--- config.mk ---
export PLATFORM = sky130hd
export DESIGN_NAME = mux2x5_arbiter_flat
export DESIGN_NICKNAME = d
export VERILOG_FILES = /design/src/rtl/mux2x5_arbiter_pkg.sv /design/src/rtl/mux2x5_arbiter_if.sv /design/src/rtl/mux2x5_arbiter_mux.sv /design/src/rtl/mux2x5_arbiter.sv /design/src/flat_wrapper.sv
export SDC_FILE = /design/constraint.sdc
export NUM_CORES = 1
export LEC_CHECK = 0
export ABC_AREA = 0
export ABC_CLOCK_PERIOD_IN_PS = 4650
export CORE_MARGIN = 1.5
export CORE_UTILIZATION = 40
export DETAILED_ROUTE_END_ITERATION = 12
export PLACE_DENSITY = 0.69
export SETUP_SLACK_MARGIN = 0.3
export SLEW_MARGIN = 20
export SYNTH_ARGS = -nofsm -noshare
export SYNTH_HDL_FRONTEND = slang
export SYNTH_SLANG_ARGS = --single-unit
export TNS_END_PERCENT = 100
--- constraint.sdc ---
create_clock -name clk -period 4.65 [get_ports clk]
set_input_delay 1.395 -clock clk [delete_from_list [all_inputs] [get_ports clk]]
set_output_delay 1.395 -clock clk [all_outputs]
set_load 0.1 [all_outputs]
--- src/rtl/mux2x5_arbiter_pkg.sv ---
// Shared types and defaults for the two-port burst arbiter in front of mux2x5.
// State encodings are fixed so that they stay stable across every user of the block.
package mux2x5_arbiter_pkg;

   typedef enum logic [1:0] {
      IDLE = 2'd0,
      OWN0 = 2'd1,
      OWN1 = 2'd2
   } state_t;

   localparam int DEFAULT_WIDTH     = 5;
   localparam int DEFAULT_BURST_LEN = 4;
   localparam int DEFAULT_CNT_W     = 4;

   function automatic state_t own_state(input logic port);
      return port ? OWN1 : OWN0;
   endfunction

endpackage

--- src/rtl/mux2x5_arbiter_if.sv ---
// Request/grant and valid/ready bundle around the arbiter.
// master = requesters plus downstream sink; slave = the arbiter itself.
interface mux2x5_arbiter_if #(
   parameter int WIDTH = 5
);
   logic             req0;
   logic [WIDTH-1:0] a0;
   logic             gnt0;
   logic             req1;
   logic [WIDTH-1:0] a1;
   logic             gnt1;
   logic             selection;
   logic [WIDTH-1:0] y;
   logic             y_valid;
   logic             y_ready;
   logic             busy;

   modport master (
      output req0, a0, req1, a1, y_ready,
      input  gnt0, gnt1, selection, y, y_valid, busy
   );

   modport slave (
      input  req0, a0, req1, a1, y_ready,
      output gnt0, gnt1, selection, y, y_valid, busy
   );
endinterface

--- src/rtl/mux2x5_arbiter_mux.sv ---
// Plain 2-to-1 word select shared by both arbiter ports.
module mux2x5 #(
   parameter int WIDTH = 5
) (
   input  logic [WIDTH-1:0] a0,
   input  logic [WIDTH-1:0] a1,
   input  logic             sel,
   output logic [WIDTH-1:0] y
);
   assign y = sel ? a1 : a0;
endmodule

--- src/rtl/mux2x5_arbiter.sv ---
// Round-robin burst arbiter: owns the mux select and registers the chosen word
// into a single valid/ready output stage.
module mux2x5_arbiter
   import mux2x5_arbiter_pkg::*;
#(
   parameter int WIDTH     = DEFAULT_WIDTH,
   parameter int BURST_LEN = DEFAULT_BURST_LEN,
   parameter int CNT_W     = DEFAULT_CNT_W
) (
   input logic             clk,
   input logic             reset,
   mux2x5_arbiter_if.slave bus
);
   localparam logic [CNT_W-1:0] CNT_LAST = CNT_W'(BURST_LEN - 1);

   state_t           state, state_nxt;
   logic [CNT_W-1:0] count, count_nxt;
   logic             last_owner, last_owner_nxt;
   logic [WIDTH-1:0] y_q, mux_y;
   logic             y_valid_q;
   logic             stage_free, owner, own_req, other_req;
   logic             gnt0, gnt1, acc;

   // Grants come only from registered state, so the requesters never see a
   // combinational path from their own req back to their grant.
   assign stage_free = !y_valid_q || bus.y_ready;
   assign owner      = (state == OWN1);
   assign own_req    = owner ? bus.req1 : bus.req0;
   assign other_req  = owner ? bus.req0 : bus.req1;
   assign gnt0       = (state == OWN0) && stage_free;
   assign gnt1       = (state == OWN1) && stage_free;
   assign acc        = (gnt0 && bus.req0) || (gnt1 && bus.req1);

   assign bus.gnt0      = gnt0;
   assign bus.gnt1      = gnt1;
   assign bus.selection = owner;
   assign bus.busy      = (state != IDLE);
   assign bus.y         = y_q;
   assign bus.y_valid   = y_valid_q;

   mux2x5 #(.WIDTH(WIDTH)) u_mux (
      .a0  (bus.a0),
      .a1  (bus.a1),
      .sel (owner),
      .y   (mux_y)
   );

   // NOTE: sequential state uses non-blocking assignments so every register
   // samples the pre-edge values, independent of block ordering.
   always_ff @(posedge clk or posedge reset) begin
      if (reset) begin
         state      <= IDLE;
         count      <= '0;
         last_owner <= 1'b1;
      end else begin
         state      <= state_nxt;
         count      <= count_nxt;
         last_owner <= last_owner_nxt;
      end
   end

   // NOTE: every output of this block gets a default first, so no path can
   // leave a value unassigned and infer a latch.
   always_comb begin
      state_nxt      = state;
      count_nxt      = count;
      last_owner_nxt = last_owner;
      unique case (state)
         IDLE: begin
            count_nxt = '0;
            if (bus.req0 && bus.req1) state_nxt = own_state(!last_owner);
            else if (bus.req0)        state_nxt = OWN0;
            else if (bus.req1)        state_nxt = OWN1;
         end
         OWN0, OWN1: begin
            if (!own_req && other_req) begin
               state_nxt      = own_state(!owner);
               count_nxt      = '0;
               last_owner_nxt = owner;
            end else if (!own_req) begin
               state_nxt      = IDLE;
               last_owner_nxt = owner;
            end else if (acc && count == CNT_LAST && other_req) begin
               state_nxt      = own_state(!owner);
               count_nxt      = '0;
               last_owner_nxt = owner;
            end else if (acc && count != CNT_LAST) begin
               count_nxt = count + CNT_W'(1);
            end
         end
         default: state_nxt = IDLE;
      endcase
   end

   // An accept always wins over a drain: the stage is refilled in the same cycle.
   always_ff @(posedge clk or posedge reset) begin
      if (reset) begin
         y_q       <= '0;
         y_valid_q <= 1'b0;
      end else if (acc) begin
         y_q       <= mux_y;
         y_valid_q <= 1'b1;
      end else if (y_valid_q && bus.y_ready) begin
         y_valid_q <= 1'b0;
      end
   end

endmodule

--- src/flat_wrapper.sv ---
// flat-port wrapper written by rule: the top's interface ports become plain ports
module mux2x5_arbiter_flat import mux2x5_arbiter_pkg::*;
#(
   parameter int WIDTH     = DEFAULT_WIDTH,
   parameter int BURST_LEN = DEFAULT_BURST_LEN,
   parameter int CNT_W     = DEFAULT_CNT_W
)
  (clk, reset, bus_req0, bus_a0, bus_req1, bus_a1, bus_y_ready, bus_gnt0, bus_gnt1, bus_selection, bus_y, bus_y_valid, bus_busy);
  mux2x5_arbiter_if #(.WIDTH(WIDTH)) bus_i ();
  input logic clk;
  input logic reset;
  input wire logic [$bits(bus_i.req0)-1:0] bus_req0;
  input wire logic [$bits(bus_i.a0)-1:0] bus_a0;
  input wire logic [$bits(bus_i.req1)-1:0] bus_req1;
  input wire logic [$bits(bus_i.a1)-1:0] bus_a1;
  input wire logic [$bits(bus_i.y_ready)-1:0] bus_y_ready;
  output wire logic [$bits(bus_i.gnt0)-1:0] bus_gnt0;
  output wire logic [$bits(bus_i.gnt1)-1:0] bus_gnt1;
  output wire logic [$bits(bus_i.selection)-1:0] bus_selection;
  output wire logic [$bits(bus_i.y)-1:0] bus_y;
  output wire logic [$bits(bus_i.y_valid)-1:0] bus_y_valid;
  output wire logic [$bits(bus_i.busy)-1:0] bus_busy;
  assign bus_i.req0 = bus_req0;
  assign bus_i.a0 = bus_a0;
  assign bus_i.req1 = bus_req1;
  assign bus_i.a1 = bus_a1;
  assign bus_i.y_ready = bus_y_ready;
  assign bus_gnt0 = bus_i.gnt0;
  assign bus_gnt1 = bus_i.gnt1;
  assign bus_selection = bus_i.selection;
  assign bus_y = bus_i.y;
  assign bus_y_valid = bus_i.y_valid;
  assign bus_busy = bus_i.busy;
  mux2x5_arbiter #(.WIDTH(WIDTH), .BURST_LEN(BURST_LEN), .CNT_W(CNT_W)) u_core (.clk(clk), .reset(reset), .bus(bus_i));
endmodule
Word level (Yosys, flattened, before mapping)
Cells that the tools add are included.
{"block": "op_classes", "shift": 0, "mux": 22, "addsub": 1, "bitwise_logic": 0, "mul": 0, "div_mod_pow": 0, "n_eq_ne": 9, "n_lt_le_gt_ge": 0, "n_reduce_logical": 22}
{"cell": "$mux 2", "count": 8}
{"cell": "$mux 4", "count": 4}
{"cell": "$logic_and 1x1->1", "count": 10}
{"cell": "$pmux 4 s2", "count": 1}
{"cell": "$mux 1", "count": 7}
{"cell": "$reduce_bool 2->1", "count": 3}
{"cell": "$mux 5", "count": 1}
{"cell": "$add 4x1->4 const B", "count": 1}
{"cell": "$eq 4x2->1 const B", "count": 1}
{"cell": "$ne 4x1->1 const B", "count": 1}
{"cell": "$ne 4x2->1 const B", "count": 1}
{"cell": "$ne 4x3->1 const B", "count": 1}
{"cell": "$ne 4x4->1 const B", "count": 1}
{"cell": "$pmux 2 s2", "count": 1}
{"cell": "$reduce_and 2->1", "count": 2}
{"cell": "$ne 3x1->1 const B", "count": 1}
{"cell": "$ne 3x3->1 const B", "count": 1}
{"cell": "$reduce_and 3->1", "count": 1}
{"cell": "$eq 2x1->1 const B", "count": 1}
{"cell": "$eq 2x2->1 const B", "count": 1}
{"cell": "$logic_not 1->1", "count": 2}
{"cell": "$logic_not 2->1", "count": 1}
{"cell": "$logic_or 1x1->1", "count": 2}
{"cell": "$reduce_or 2->1", "count": 1}
{"block": "word_totals", "n_memories": 0, "wordCells": 59, "regBits": 13, "out_inout_bits": 10, "input_bits": 15, "mem_bits_rw": 0, "mem_bits_ro": 0, "latch_bits": 0}

Depth between registers and ports, before layout
Gate-level depths: netlist (run 1).
{"block": "logic_depth", "word_depth": 11, "ltp_mapped": 8, "depth_no_buf": 7}

Cells and area by module
Synthesis (run 1) repeated with hierarchy kept, for this count alone.
{"block": "hier_totals", "cells_unflattened": 85, "hier_area_um2": 893.4}
{"mod": "mux2x5_arbiter", "seq_area_each_um2": 326.6, "n_inst": 1, "area_per_inst_um2": 837.1, "cells_each": 80}
{"mod": "mux2x5", "seq_area_each_um2": 0.0, "n_inst": 1, "area_per_inst_um2": 56.3, "cells_each": 5}

Worst setup path after synthesis (run 1)
No wires, ideal clock.
{"block": "synth_path", "path_kind": "flip-flop to output port", "start": "register u_core.state[0]", "end": "output port bus_gnt1", "path_stages_with_launch": 5, "arrival_ns": 2.493, "required_time_ns": 3.255, "path_slack_ns": 0.762, "n_path_buf": 1, "path_cell_list": "dfrtp_1 inv_1 ha_1 buf_2 and2_1"}
{"block": "synth_between", "elab_chain_len": 2}
{"item": "start, declared", "line": "mux2x5_arbiter.sv:16", "text": "state_t state, state_nxt;"}
{"item": "start signal, assigned", "line": "mux2x5_arbiter.sv:56", "text": "state <= state_nxt;"}
{"item": "$eq 2x2->1"}
{"item": "net bus_selection", "line": "flat_wrapper.sv:19", "text": "output wire logic [$bits(bus_i.selection)-1:0] bus_selection;"}
{"item": "$logic_and 1x1->1", "line": "mux2x5_arbiter.sv:31", "text": "assign gnt1 = (state == OWN1) && stage_free;"}
{"item": "end, declared", "line": "flat_wrapper.sv:18", "text": "output wire logic [$bits(bus_i.gnt1)-1:0] bus_gnt1;"}
The timed path passes the listed nets, and every way through them passes these cells.

Worst setup path in the final report (run 1)
{"block": "layout_path", "start": "input port bus_y_ready", "end": "output port bus_gnt0"}
{"block": "layout_between", "elab_chain_len": 2}
{"item": "start, declared", "line": "flat_wrapper.sv:16", "text": "input wire logic [$bits(bus_i.y_ready)-1:0] bus_y_ready;"}
{"item": "$logic_or 1x1->1", "line": "mux2x5_arbiter.sv:26", "text": "assign stage_free = !y_valid_q || bus.y_ready;"}
{"item": "$logic_and 1x1->1", "line": "mux2x5_arbiter.sv:30", "text": "assign gnt0 = (state == OWN0) && stage_free;"}
{"item": "end, declared", "line": "flat_wrapper.sv:17", "text": "output wire logic [$bits(bus_i.gnt0)-1:0] bus_gnt0;"}
Every way passes these cells.

==> run metrics, run 1 <==
Gate Count Post-Synth=97; Final HPWL DP=1533 um; gr ovfl total=0; chip height=50.13 um; Max-slew headroom=34.29%; minimum clock period=3.778 ns; top cell family by delay on the critical path=buffers and inverters; final hold vios=0; crit path kind=in -> out; Clock Tree Root=clkbuf_4; post-CTS sizing=0; TritonCTS buffer count=3; clock sink total=13; Die W=50.13 um; Yosys cell types=33; status=complete, no violations; Crit Path Max Fanout=3; vias in the first global route=804; WL per Instance=13.05 um; TritonRoute pass-1 iters=4; CTS HTree Levels=1; Area Growth Syn to Fin=34.51%; largest family of logic cells by synthesized area=simple AND/OR/NAND/NOR gates; clock latency on the worst-skew pair=0.28 ns; Post-route DRC=0; syn nets=117; postcts setup bufs=0; Final Max Slew Viols=0; cells along the critical path=clkdlybuf4s50_1 > nand2b_1 > and2_1 > buf_12; # IOs=25; layout cells sized above 1=13.11%; global-route wire length before repair=3546 um; Cells after DPL=145; Post-Synthesis Cell Area=888.4 um^2; async set-reset flop share out of synthesis=100.0%; CTS max path bufs=2; IO buf count=24; slowest cell on the critical path=clkdlybuf4s50_1; Mapped Avg Cell Area=9.158 um^2; CTS Hold Buffers Added=0; all-layer global routing usage=19.02%; GP Congestion=0.7254; #FFs+latches synth=13; WP data required=3.25 ns; Synth Area in Compound Gates=19.01%; largest net degree at the start of global routing=17; initial antenna violation count=0; Startpoint Class=primary input; Antenna diodes=0; vias per cell=5.362; post-synthesis simple-gate area fraction=25.21%; WP buf/inv=2; initial core utilization=43.94%; RSZ-0062 raised after global routing=false; Post-synth top flop=dfrtp_1; HP Class=reg -> reg; clock skew=0.006983 ns; Max-cap violations=0; post-route ant nets=0; commonest non-fill, non-tap cells in the layout=clkdlybuf4s50_1, nor2_1, dfrtp_1; Placement Rows=16; CP peak stage delay=0.47 ns; final wirelength=1944 um; Starting DRT DRC Count=14; full die area=2513 um^2; final worst-path cycle share=81.25%; most common cell after layout, fill and taps aside=clkdlybuf4s50_1; CORE AREA=2022 um^2; post-synthesis mux area share=8.169%; Vias=799; setup TNS=0 ns; Critical Path AT=2.38 ns; CP Capture Type=output port; Synth Area in XOR/XNOR=0%; Max Clk Rate=0.2647 GHz; Final nets=143; Reg clk slew, reported paths=0.08 ns; Worst-Margin Slew=0.9826 ns; EDFF count, synth=0; Yosys Warn Count=0; TritonCTS clock tree=built; count of final setup violators=0; Layout Cells excl Fill=149; register area share after synthesis=36.76%; Adder-Cell Fraction of Synth Area=7.042%
## synthesized netlist by cell type (2+ instances only)
cell	number	area (um^2)
inv_1	4	15.01
nand3_1	3	15.01
buf_2	3	15.01
and2_1	2	12.51
dfrtp_1	12	300.3
nor3b_1	2	15.01
o31a_1	2	17.52
a21oi_1	9	45.04
nor3_1	2	10.01
ha_1	5	62.56
nand4_1	2	12.51
mux2_2	2	22.52
a22oi_1	2	15.01
nand2_1	5	18.77
o21ai_0	2	10.01
and2b_2	2	17.52
nand2b_1	5	31.28
nor2_1	14	52.55
mux2i_1	5	50.05
## per-stage QoR
stage / setup WS [ns] / cell area [um^2] / utilization, % / hold slack (ns)
after floorplan: 0.7623 / 888.4 / - / 0.4955
after global placement: 0.9137 / 1169 / 57.80 / 0.5032
after detailed placement: 0.8731 / 1169 / 57.80 / 0.5222
after CTS: 0.8614 / 1195 / 59.10 / 0.5348
after global routing: 0.7914 / 1195 / 59.10 / 0.5594
final: 0.8718 / 1195 / 59.10 / 0.5252
## tightest hold or removal path, stage by stage (launching register included)
cell,delay (ns)
dfstp_2,0.38
nor2_1,0.10
nor3_1,0.06
## worst paths after layout
path | end | startpoint | slack (ns) | cells after the start
max in group asynchronous | u_core.last_owner | reset | 2.86 | 2
setup reg to reg | u_core.count[3] | u_core.state[0] | 2.17 | 7
min in group asynchronous | u_core.bus.y[2] | reset | 1.43 | 2
setup / recovery | bus_gnt0 | bus_y_ready | 0.87 | 4
hold reg to reg | u_core.last_owner | u_core.last_owner | 0.53 | 2
hold / removal | u_core.last_owner | u_core.last_owner | 0.53 | 2
## cell type report
type / instances / area (um^2)
fill: 187 / 827.0
multi-input combinational: 76 / 528.0
sequential: 13 / 326.6
timing repair buffer: 25 / 265.3
tap: 27 / 33.78
clock buffer: 4 / 26.28
inverter: 4 / 15.01
## flip-flops by register name, indices dropped and copies added, names as in the netlist
signal              cells
u_core.bus.y            5
u_core.count            4
u_core.state            2
u_core.bus.y_valid      1
u_core.last_owner       1
## routing by layer
| metal | global-route usage [%] | vias up | wire (um) |
|---|---|---|---|
| met1 | 22.56 | 371 | 822 |
| met5 | 0 | - | 0 |
| li1 | - | 398 | - |
| met3 | 5.152 | 5 | 139 |
| met4 | 9.722 | 0 | 45 |
| met2 | 31.14 | 25 | 937 |
## cells by family after synthesis
family	after synthesis
AO/OA/AOI/OAI	22
adder cells (fa/ha/maj)	5
buffers and inverters	8
flip-flops	13
multiplexers	7
AND/OR/NAND/NOR	42
Power of run 1 is left out: the tool's default activity adds up to more than one toggle a clock period on the data nets, which glitch-free logic cannot reach.
==> run 2, diff against run 1 <==
ABC_CLOCK_PERIOD_IN_PS = 3500   (was 4650)
clock period = 3.5 ns   (was 4.65 ns; I/O delays follow)
==> run metrics, run 2 (synthesized netlist as in run 1, its figures left out) <==
CP Capture Type=output port (unchanged); # IOs=25 (unchanged); CTS HTree Levels=1 (unchanged); all-layer global routing usage=17.74% (was 19.02%); crit path kind=in -> out (unchanged); gr ovfl total=0 (unchanged); clock skew=0.008513 ns (was 0.006983 ns); Worst-Margin Slew=0.5197 ns (was 0.9826 ns); TritonRoute pass-1 iters=5 (was 4); WL per Instance=13.35 um (was 13.05 um); Max-slew headroom=65.31% (was 34.29%); post-CTS sizing=0 (unchanged); CORE AREA=2022 um^2 (unchanged); clock latency on the worst-skew pair=0.27 ns (was 0.28 ns); Vias=827 (was 799); initial antenna violation count=0 (unchanged); setup TNS=0 ns (unchanged); Max Clk Rate=0.3213 GHz; Placement Rows=16 (unchanged); Crit Path Max Fanout=3 (unchanged); postcts setup bufs=0 (unchanged); Final HPWL DP=1532 um (was 1533 um); HP Start=u_core.last_owner (unchanged); full die area=2513 um^2 (unchanged); TritonCTS buffer count=3 (unchanged); Reg2Reg Setup Slack=1.25 ns (was 2.17 ns); count of final setup violators=0 (unchanged); fillcell total=193 (was 187); chip height=50.13 um (unchanged); Largest register FFs=5 (unchanged); IO buf count=24 (unchanged); Startpoint Class=primary input (unchanged); vias in the first global route=813 (was 804); minimum clock period=3.112 ns; top cell family by delay on the critical path=buffers and inverters (unchanged); RSZ-0062 raised after global routing=false (unchanged); commonest non-fill, non-tap cells in the layout=nor2_1, clkdlybuf4s50_1, dfrtp_1 (was clkdlybuf4s50_1, nor2_1, dfrtp_1); CTS Hold Buffers Added=0 (unchanged); Final nets=143 (unchanged); clock sink total=13 (unchanged); TritonCTS clock tree=built (unchanged); vias per cell=5.550 (was 5.362); Area Growth Syn to Fin=32.82% (was 34.51%); Die W=50.13 um (unchanged); WP buf/inv=2 (unchanged); layout cells sized above 1=19.67% (was 13.11%); post-route ant nets=0 (unchanged); Critical Path Start=bus_y_ready (unchanged); initial core utilization=43.94% (unchanged); status=complete, no violations (unchanged); reg2reg start=u_core.state[0] (unchanged); CP peak stage delay=0.50 ns (was 0.47 ns); Antenna diodes=0 (unchanged); cells along the critical path=clkdlybuf4s50_1 > nand2b_1 > and2_1 > buf_12 (unchanged); HP Class=reg -> reg (unchanged); Critical Path AT=2.06 ns (was 2.38 ns); final worst-path cycle share=88.92%; GP Congestion=0.8210 (was 0.7254); WP data required=2.45 ns (was 3.25 ns); slowest cell on the critical path=clkdlybuf4s50_1 (unchanged); Clock Tree Root=clkbuf_4 (unchanged); Max-cap violations=0 (unchanged); largest net degree at the start of global routing=17 (unchanged); final hold vios=0 (unchanged); Reg clk slew, reported paths=0.08 ns (about the same); CTS max path bufs=2 (unchanged); final wirelength=1989 um (was 1944 um); Final Max Slew Viols=0 (unchanged); Starting DRT DRC Count=12 (was 14); global-route wire length before repair=3415 um (was 3546 um); Post-route DRC=0 (unchanged)
-- run 2: changes by cell type in the layout (fill, tap and decap cells not counted) --
cell and delta:
buf_4 +7, clkdlybuf4s50_1 -7, ha_1 -1, ha_2 +1
-- run 2: worst min-delay path, delay by kind of cell (launching register included) --
family	cells	cell delay (ns)
AND/OR/NAND/NOR	2	0.15
flip-flops	1	0.38
-- run 2: cell type report --
type	instances	area (um^2)	area share [%]
tap	27	33.78	2.863
multi-input combinational	76	530.5	44.96
timing repair buffer	25	247.7	21.00
inverter	4	15.01	1.273
sequential	13	326.6	27.68
clock buffer	4	26.28	2.227
-- run 2: path summary, 6_finish.rpt --
kind / end / cells past startpoint
worst min-delay path: u_core.last_owner / 2
min in group asynchronous: u_core.bus.y_valid / 2
max in group asynchronous: u_core.last_owner / 2
worst max register to register: u_core.state[0] / 7
worst min register to register: u_core.last_owner / 2
worst max-delay path: bus_gnt1 / 4
-- run 2: through the flow --
| step | hold WS (ns) | setup slack [ns] | area, um^2 | util (%) | instances |
|---|---|---|---|---|---|
| 2_1_floorplan | 0.4955 | 0.3153 | 890.9 | - | 97 |
| 3_3_place_gp | 0.5043 | 0.4329 | 1154 | 57.05 | 145 |
| 3_5_place_dp | 0.5239 | 0.3927 | 1154 | 57.05 | 145 |
| 4_1_cts | 0.5363 | 0.3879 | 1180 | 58.35 | 149 |
| 5_1_grt | 0.5666 | 0.3532 | 1180 | 58.35 | 149 |
| 6_report | 0.5283 | 0.3879 | 1180 | 58.35 | 149 |
-- run 2: layer usage --
layer	track usage, %	share of wire, %	vias to the layer above
met5	0	0	-
met4	5.556	1.0	0
met3	4.545	6.1	4
met2	29.39	48	37
met1	22.31	45	392
li1	-	-	394
Power of run 2 is left out for the same reason.
